## config.mk

```make
export PLATFORM = sky130hd
export DESIGN_NAME = gray_conv_arbiter
export DESIGN_NICKNAME = d
export VERILOG_FILES = /design/src/rtl/gray_conv_pkg.sv /design/src/rtl/bin2gray.sv /design/src/rtl/gray_conv_arbiter.sv
export SDC_FILE = /design/constraint.sdc
export NUM_CORES = 1
export LEC_CHECK = 0
export ABC_AREA = 1
export BUFFER_PORTS_ARGS = -buffer_cell sky130_fd_sc_hd__buf_2
export CORE_UTILIZATION = 56
export CTS_BUF_LIST = sky130_fd_sc_hd__clkbuf_4 sky130_fd_sc_hd__clkbuf_8
export DETAILED_ROUTE_END_ITERATION = 7
export PLACE_DENSITY = 0.92
export REMOVE_ABC_BUFFERS = 1
export SETUP_SLACK_MARGIN = 0.15
export SLEW_MARGIN = 20
export SYNTH_ARGS = -nofsm -noshare
export SYNTH_HDL_FRONTEND = slang
export SYNTH_SLANG_ARGS = --single-unit
```

## constraint.sdc

```tcl
create_clock -name clk -period 5.8 [get_ports clk]
set_clock_uncertainty 0.05 [all_clocks]
set_input_delay 0.58 -clock clk [delete_from_list [all_inputs] [get_ports clk]]
set_output_delay 0.58 -clock clk [all_outputs]
set_load 0.02 [all_outputs]
```

## src/rtl/gray_conv_pkg.sv

```systemverilog
// Shared types and constants for the Gray-converting round-robin arbiter.
package gray_conv_pkg;

    localparam int unsigned DEF_WIDTH = 32;
    localparam int unsigned DEF_NREQ  = 4;

    typedef enum logic [0:0] {
        EMPTY = 1'b0,
        FULL  = 1'b1
    } state_t;

    // Width of a requester index; at least one bit even for tiny NREQ.
    function automatic int unsigned calc_idw(input int unsigned n);
        return (n <= 2) ? 1 : $clog2(n);
    endfunction

endpackage

```

## src/rtl/bin2gray.sv

```systemverilog
// Combinational binary to reflected-Gray converter.
module bin2gray #(
    parameter int unsigned WIDTH = 32
) (
    input  logic [WIDTH-1:0] bin,
    output logic [WIDTH-1:0] gray_c
);

    // Each Gray bit is the XOR of adjacent binary bits; MSB passes through.
    assign gray_c = bin ^ (bin >> 1);

endmodule

```

## src/rtl/gray_conv_arbiter.sv

```systemverilog
// Round-robin arbiter feeding a single bin2gray converter and a one-entry
// output register. Optional out_parity port: define GRAY_CONV_ARBITER_PARITY_EN.
module gray_conv_arbiter
    import gray_conv_pkg::*;
#(
    parameter  int unsigned WIDTH = DEF_WIDTH,
    parameter  int unsigned NREQ  = DEF_NREQ,
    localparam int unsigned IDW   = calc_idw(NREQ)
) (
    input  logic                  clk,
    input  logic                  rst,
    input  logic [NREQ-1:0]       req_valid,
    input  logic [NREQ*WIDTH-1:0] req_data,
    output logic [NREQ-1:0]       req_ready,
    output logic                  out_valid,
    input  logic                  out_ready,
    output logic [WIDTH-1:0]      out_gray,
    output logic [IDW-1:0]        out_id
`ifdef GRAY_CONV_ARBITER_PARITY_EN
    ,
    output logic                  out_parity
`endif
);

    state_t            state_q;
    state_t            state_d;
    logic [IDW-1:0]    rr_ptr;
    logic [NREQ-1:0]   grant_c;
    logic [IDW-1:0]    grant_id_c;
    logic              found_c;
    logic              accept_c;
    logic              in_xfer_c;
    logic [WIDTH-1:0]  sel_data_c;
    logic [WIDTH-1:0]  gray_c;

    // Search from rr_ptr upward (modulo NREQ) for the first valid requester.
    always_comb begin
        int unsigned idx;
        idx        = 0;
        grant_c    = '0;
        grant_id_c = '0;
        found_c    = 1'b0;
        for (int unsigned i = 0; i < NREQ; i++) begin
            idx = (32'(rr_ptr) + i) % NREQ;
            if (!found_c && req_valid[idx]) begin
                found_c    = 1'b1;
                grant_id_c = IDW'(idx);
            end
        end
        if (found_c) begin
            grant_c[grant_id_c] = 1'b1;
        end
    end

    // Output slot can take a new operand when empty or draining this cycle.
    assign accept_c   = (!out_valid || out_ready) && !rst;
    assign req_ready  = grant_c & {NREQ{accept_c}};
    assign in_xfer_c  = |req_ready;
    assign sel_data_c = req_data[32'(grant_id_c)*WIDTH +: WIDTH];
    assign out_valid  = (state_q == FULL);

    bin2gray #(
        .WIDTH (WIDTH)
    ) u_bin2gray (
        .bin    (sel_data_c),
        .gray_c (gray_c)
    );

    // State register.
    always_ff @(posedge clk or posedge rst) begin
        if (rst) begin
            state_q <= EMPTY;
        end else begin
            state_q <= state_d;
        end
    end

    // Next-state logic: fill on input transfer, drain on out_ready without refill.
    always_comb begin
        state_d = state_q;
        case (state_q)
            EMPTY:   if (in_xfer_c) state_d = FULL;
            FULL:    if (out_ready && !in_xfer_c) state_d = EMPTY;
            default: state_d = EMPTY;
        endcase
    end

    // Round-robin pointer moves past the requester that just transferred.
    always_ff @(posedge clk or posedge rst) begin
        if (rst) begin
            rr_ptr <= '0;
        end else if (in_xfer_c) begin
            rr_ptr <= (32'(grant_id_c) == NREQ - 1) ? '0 : grant_id_c + IDW'(1);
        end
    end

    // Result register captures the converted operand on every input transfer.
    always_ff @(posedge clk or posedge rst) begin
        if (rst) begin
            out_gray <= '0;
            out_id   <= '0;
        end else if (in_xfer_c) begin
            out_gray <= gray_c;
            out_id   <= grant_id_c;
        end
    end

`ifdef GRAY_CONV_ARBITER_PARITY_EN
    // Parity of the Gray result, registered alongside it.
    always_ff @(posedge clk or posedge rst) begin
        if (rst) begin
            out_parity <= 1'b0;
        end else if (in_xfer_c) begin
            out_parity <= ^gray_c;
        end
    end
`endif

endmodule

```

==> metrics, run 1 <==
CTS tree built; Worst path max stage delay 0.65 ns; cell taking the most area after synthesis nand2_1; period utilisation layout 0.671; Yosys reg bits 37; DP Worst Slack approximately 2.1 ns; dpl hpwl roughly 9000 um; row cnt 32; status complete, no violations; RSZ-0062 raised after global routing no; fraction of layout cells with a size suffix above 1 0.201; antenna violations before repair 0; worst hold-check path type in -> async; most frequent cells in the layout 381 x nand2_1, 191 x nand3_1, 173 x buf_2, 76 x inv_1, 65 x nor2_1; cells along the critical path inv_2 -> nand2_1 -> nand2_1 -> nand2_1 -> nand2_1 -> a21oi_1 -> nand2_4 -> nand2_4 -> ha_1 -> inv_1 -> nor2_1 -> buf_2; vias in the first global route 5107; crit path kind reg -> out; post-CTS setup buffers 0; post-synthesis mux area share 0; Synth Instances slightly below 900; Max-slew headroom 0.363; Routed WL per cell 11.7 um; IO buf count about 170; Die ar. ~8500 um^2; I/O pin total approximately 170; CTS max path bufs 2; post-synthesis xor/xnor area fraction 0; Post-synth EDFFs 0; Remaining DRCs 0; # resized after CTS 0; total wire length ~13000 um; Final WS setup 1.91 ns; Nets 1133; Synth top area share 0.314; Ys Warns 0; DR iter-0 viols approximately 290; htree depth 2; worst slew pin tran 0.955 ns; vias per inst 5.22; CTS Sinks 37; Core Box Area roughly 7800 um^2; final worst path period need a little under 4 ns; Initial Utilization 0.587; Post-synth top flop dfrtp_1; synthesized area approximately 4600 um^2; Root Driver clkbuf_8; Setup crit start kind flop; main combinational cell family by area after synthesis simple AND/OR/NAND/NOR gates; Hold Vio Cnt, Final 0; Total GRT Usage 0.306; Final setup viols 0; Post-synth ARST share 1.00; die width approximately 92 um; sequential share of the synthesized area 0.202; first-pass GRT wire length roughly 22000 um; Num CTS Buffers 5; DIE HEIGHT 92.4 um; Synth Area in Adders 0.00546; Worst-Skew Late Latency between 0.2 and 0.3 ns; post-route setup TNS 0 ns; syn_area_per_cell around 5.3 um^2; post-route ant nets 0; CP endpoint kind output port; clk slew on worst S/H paths 0.07 ns; Crit path required time around 5.2 ns; commonest non-fill, non-tap cell in the layout nand2_1; number of max-cap violations 0; arrival time at the worst endpoint 3.26 ns; unique cell type count in the Yosys netlist 25; via count between 5000 and 6000; # diodes 0; crit-path max FO 92; Slowest cell on crit path dfrtp_1; simple-gate share of the synthesized area 0.592; max frequency roughly 260 MHz; Synth area leaders nand2_1 31%, nand3_1 21%, dfrtp_1 20%; pins over their slew limit 0; Hold-fix buffers, CTS 0; pin count of the biggest net entering global routing 93; gpl congestion roughly 0.89; gr ovfl total 0; Synth Area in Compound Gates 0.0626; Area Growth Syn to Fin 18.1%; cell repeated most along the worst path nand2_1; drt pass-1 iters 5
-- sequential cells by signal (all words and copies together), names as in the netlist --
signal and count:
out_id 2, out_valid 1, out_gray 32, rr_ptr 2
-- cell usage after synthesis (3+ instances only) --
cell        n
a21boi_0   12
buf_2      36
buf_6       4
nand3_1   191
dfrtp_1    37
nand2_1   383
inv_1      77
nor2_1     65
a21boi_1   17
nand3b_1    3
inv_2       5
buf_4       9
o21ai_0     4
clkbuf_1    8
-- path summary, 6_finish.rpt --
check / slack [ns] / cells after the start / to / startpoint
max in group asynchronous: 4.81 / 2 / out_gray[16] / rst
worst min register to register: 0.43 / 2 / out_id[0] / out_id[0]
min in group clk: 0.43 / 2 / out_id[0] / out_id[0]
worst max register to register: 2.00 / 16 / out_gray[17] / rr_ptr[0]
worst min-delay path: 0.39 / 2 / out_id[0] / rst
worst max-delay path: 1.91 / 12 / req_ready[2] / rr_ptr[0]
-- final cells by class --
| class | instances | area (um^2) |
|---|---|---|
| Timing Repair Buffer | 179 | 911 |
| Inverter | 82 | 308 |
| Clock buffer | 8 | 91.3 |
| Multi-Input combinational cell | 691 | 3040 |
| Fill cell | 754 | 2400 |
| Tap cell | 102 | 128 |
| Sequential cell | 37 | 926 |
-- layer usage --
metal	GRT usage	wire length, um	up-vias
met2	0.560	6260	261
met1	0.375	5420	2485
met5	0	0	-
met4	0.0768	177	0
met3	0.0419	1040	20
li1	-	-	2975
-- critical path: cells and delay by family, from the launching register on --
kind / cells / cell delay (ns)
flip-flops: 1 / 0.65
AO/OA/AOI/OAI: 1 / 0.22
AND/OR/NAND/NOR: 7 / 1.41
buffers and inverters: 3 / 0.44
adder cells (fa/ha/maj): 1 / 0.19
-- cells by family (layout without fill, tap and decap cells) --
logic type               Yosys count  in the layout
AND/OR/NAND/NOR                  650            650
buffers and inverters            139            269
AO/OA/AOI/OAI                     39             39
flip-flops                        37             37
adder cells (fa/ha/maj)            2              2
-- metrics by stage --
step                      cell area (um^2)   util  instances  hold slack [ns]
after floorplan                       4260      -        810            0.534
after global placement                5320  0.681       1091            0.409
after detailed placement              5320  0.681       1091            0.413
after CTS                             5410  0.693       1099            0.425
after global routing                  5410  0.693       1099            0.461
final                                 5410  0.693       1099            0.388
Power of run 1 is left out: the tool's default activity adds up to more than one toggle a clock period on the data nets, which glitch-free logic cannot reach.
==> run 2: changes to the inputs <==
--- a/config.mk
+++ b/config.mk
@@ -7,10 +7,10 @@
 export LEC_CHECK = 0
 export ABC_AREA = 1
 export BUFFER_PORTS_ARGS = -buffer_cell sky130_fd_sc_hd__buf_2
-export CORE_UTILIZATION = 56
+export CORE_UTILIZATION = 47
 export CTS_BUF_LIST = sky130_fd_sc_hd__clkbuf_4 sky130_fd_sc_hd__clkbuf_8
 export DETAILED_ROUTE_END_ITERATION = 7
-export PLACE_DENSITY = 0.92
+export PLACE_DENSITY = 0.82
 export REMOVE_ABC_BUFFERS = 1
 export SETUP_SLACK_MARGIN = 0.15
 export SLEW_MARGIN = 20
==> constraint.sdc (replaced) <==
create_clock -name clk -period 3.1 [get_ports clk]
set_clock_uncertainty 0.05 [all_clocks]
set_input_delay 0.31 -clock clk [delete_from_list [all_inputs] [get_ports clk]]
set_output_delay 0.31 -clock clk [all_outputs]
set_load 0.02 [all_outputs]
==> metrics, run 2 (synthesized netlist as in run 1, its figures left out) <==
CTS Sinks 37 (unchanged); clk slew on worst S/H paths 0.08 ns (about the same); vias in the first global route 5120 (+0.25%); Hold-fix buffers, CTS 0 (unchanged); post-route ant nets 0 (unchanged); drt pass-1 iters 5 (unchanged); register area 926 um^2 (unchanged); first-pass GRT wire length 22300 um (+2.4%); fraction of layout cells with a size suffix above 1 0.206 (+0.00578); Reg2Reg Setup Slack 0.42 ns (-1.58 ns); Max-slew headroom 0.677 (+0.314); htree depth 2 (unchanged); antenna violations before repair 0 (unchanged); Worst-Skew Late Latency 0.28 ns (about the same); worst hold-check path type in -> async; Nets 1139 (+0.53%); Worst Path Buf+Inv 4 (+1); Setup crit start kind flop; CP endpoint kind output port; number of max-cap violations 0 (unchanged); worst slew pin tran 0.485 ns (-0.471 ns); Routed WL per cell 11.7 um (-0.77%); # resized after CTS 0 (unchanged); die width 101 um (+9.0%); area of the multi-input gates 3050 um^2 (+0.33%); r2r startpoint rr_ptr[0]; vias per inst 5.03 (-3.8%); Remaining DRCs 0 (unchanged); DIE HEIGHT 101 um (+9.0%); CP top delay family simple AND/OR/NAND/NOR gates; crit path kind reg -> out; most frequent cells in the layout 381 x nand2_1, 190 x nand3_1, 173 x buf_2, 76 x inv_1, 65 x nor2_1; CTS tree built; Regs by FF count out_gray (32), out_id (2), rr_ptr (2); dpl hpwl 9180 um (+3.7%); post-CTS setup buffers 0 (unchanged); Initial Utilization 0.491 (-0.0956); Root Driver clkbuf_8; arrival time at the worst endpoint 2.36 ns (-0.90 ns); via count 5690 (-0.89%); pins over their slew limit 0 (unchanged); gpl congestion 0.889 (-0.68%); period utilisation layout 0.879; gr ovfl total 0 (unchanged); cell repeated most along the worst path nand2_1; # diodes 0 (unchanged); Post-DP Area 5440 um^2 (+2.4%); # fillers 936 (+24%); status complete, no violations; Reg2Reg Capture Point rr_ptr[0]; row cnt 35 (+9.4%); r2r worst-path depth 16 (unchanged); DR iter-0 viols 317 (+10%); Crit path required time 2.74 ns (-2.43 ns); CTS max path bufs 2 (unchanged); cells along the critical path buf_4 -> nand2_1 -> nand2_1 -> nand2_1 -> nand2_1 -> nor2_4 -> nand2_1 -> nor2_1 -> nor2_4 -> inv_2 -> ha_1 -> inv_1 -> nor2_1 -> buf_2; max frequency 367 MHz; Area Growth Syn to Fin 21.9%; Die ar. 10100 um^2 (+19%); pin count of the biggest net entering global routing 92 (-1.1%); max reg flops 32 (unchanged); final worst path period need 2.72 ns; Worst path max stage delay 0.45 ns (-0.20 ns); commonest non-fill, non-tap cell in the layout nand2_1; design area 5580 um^2 (+3.2%); I/O pin total 174 (unchanged); Num CTS Buffers 5 (unchanged); Hold Vio Cnt, Final 0 (unchanged); most flop-heavy register out_gray; IO buf count 173 (unchanged); Core Box Area 9330 um^2 (+19%); crit-path max FO 9 (-90%); Slowest cell on crit path dfrtp_1; Total GRT Usage 0.266 (-0.0400); total wire length 13200 um (+2.2%); RSZ-0062 raised after global routing no; Final setup viols 0 (unchanged)
## run 2: cell types whose count changed in the layout (fill, tap and decap cells not counted), sizes merged
cell | before | now
clkbuf | 8 | 5
buf | 179 | 185
bufinv | 0 | 2
clkinv | 0 | 1
## run 2: worst max path at each step
stage,start,endpoint,cells past startpoint
global placement,rr_ptr[0],out_valid,15
detailed placement,rr_ptr[0],out_valid,15
global route,rr_ptr[0],req_ready[2],14
CTS,rr_ptr[0],req_ready[1],12
finish,rr_ptr[0],req_ready[2],14
floorplan,rr_ptr[0],out_id[1],14
## run 2: metal layers
layer  GRT usage  share of wire  vias up
li1            -              -     2979
met1       0.344           0.45     2472
met2       0.472           0.46      219
met3      0.0368          0.070       20
met4      0.0557          0.016        0
met5           0              0        -
## run 2: stage by stage
step,setup WS [ns],hold WS [ns],utilization,TNS [ns],instances
finish,0.375,0.0839,0.599,0,1132
global route,0.151,0.120,0.599,0,1132
CTS,0.253,0.0976,0.598,0,1132
detailed placement,0.353,0.405,0.584,0,1124
global placement,0.471,0.400,0.584,0,1124
floorplan,-2.39,0.367,-,-90.76,810
## run 2: layout make-up
| class | count | area share |
|---|---|---|
| tap | 129 | 0.0289 |
| multi-input combinational | 691 | 0.547 |
| sequential | 37 | 0.166 |
| clock buffer | 5 | 0.0123 |
| timing repair buffer | 185 | 0.179 |
| inverter | 82 | 0.0556 |
| clock inverter | 3 | 0.0117 |
## run 2: worst register-to-register path: stages (launching register included)
cell and delay [ns]:
dfrtp_1 0.45, buf_4 0.20, nand2_1 0.06, nand2_1 0.06, nand2_1 0.08, nand2_1 0.10, nor2_4 0.13, nand2_1 0.08
nor2_1 0.17, nor2_4 0.06, inv_2 0.14, ha_1 0.17, inv_1 0.07, a31oi_4 0.25, buf_4 0.27, nand2_1 0.11
o21a_1 0.12
Power of run 2 is left out for the same reason.
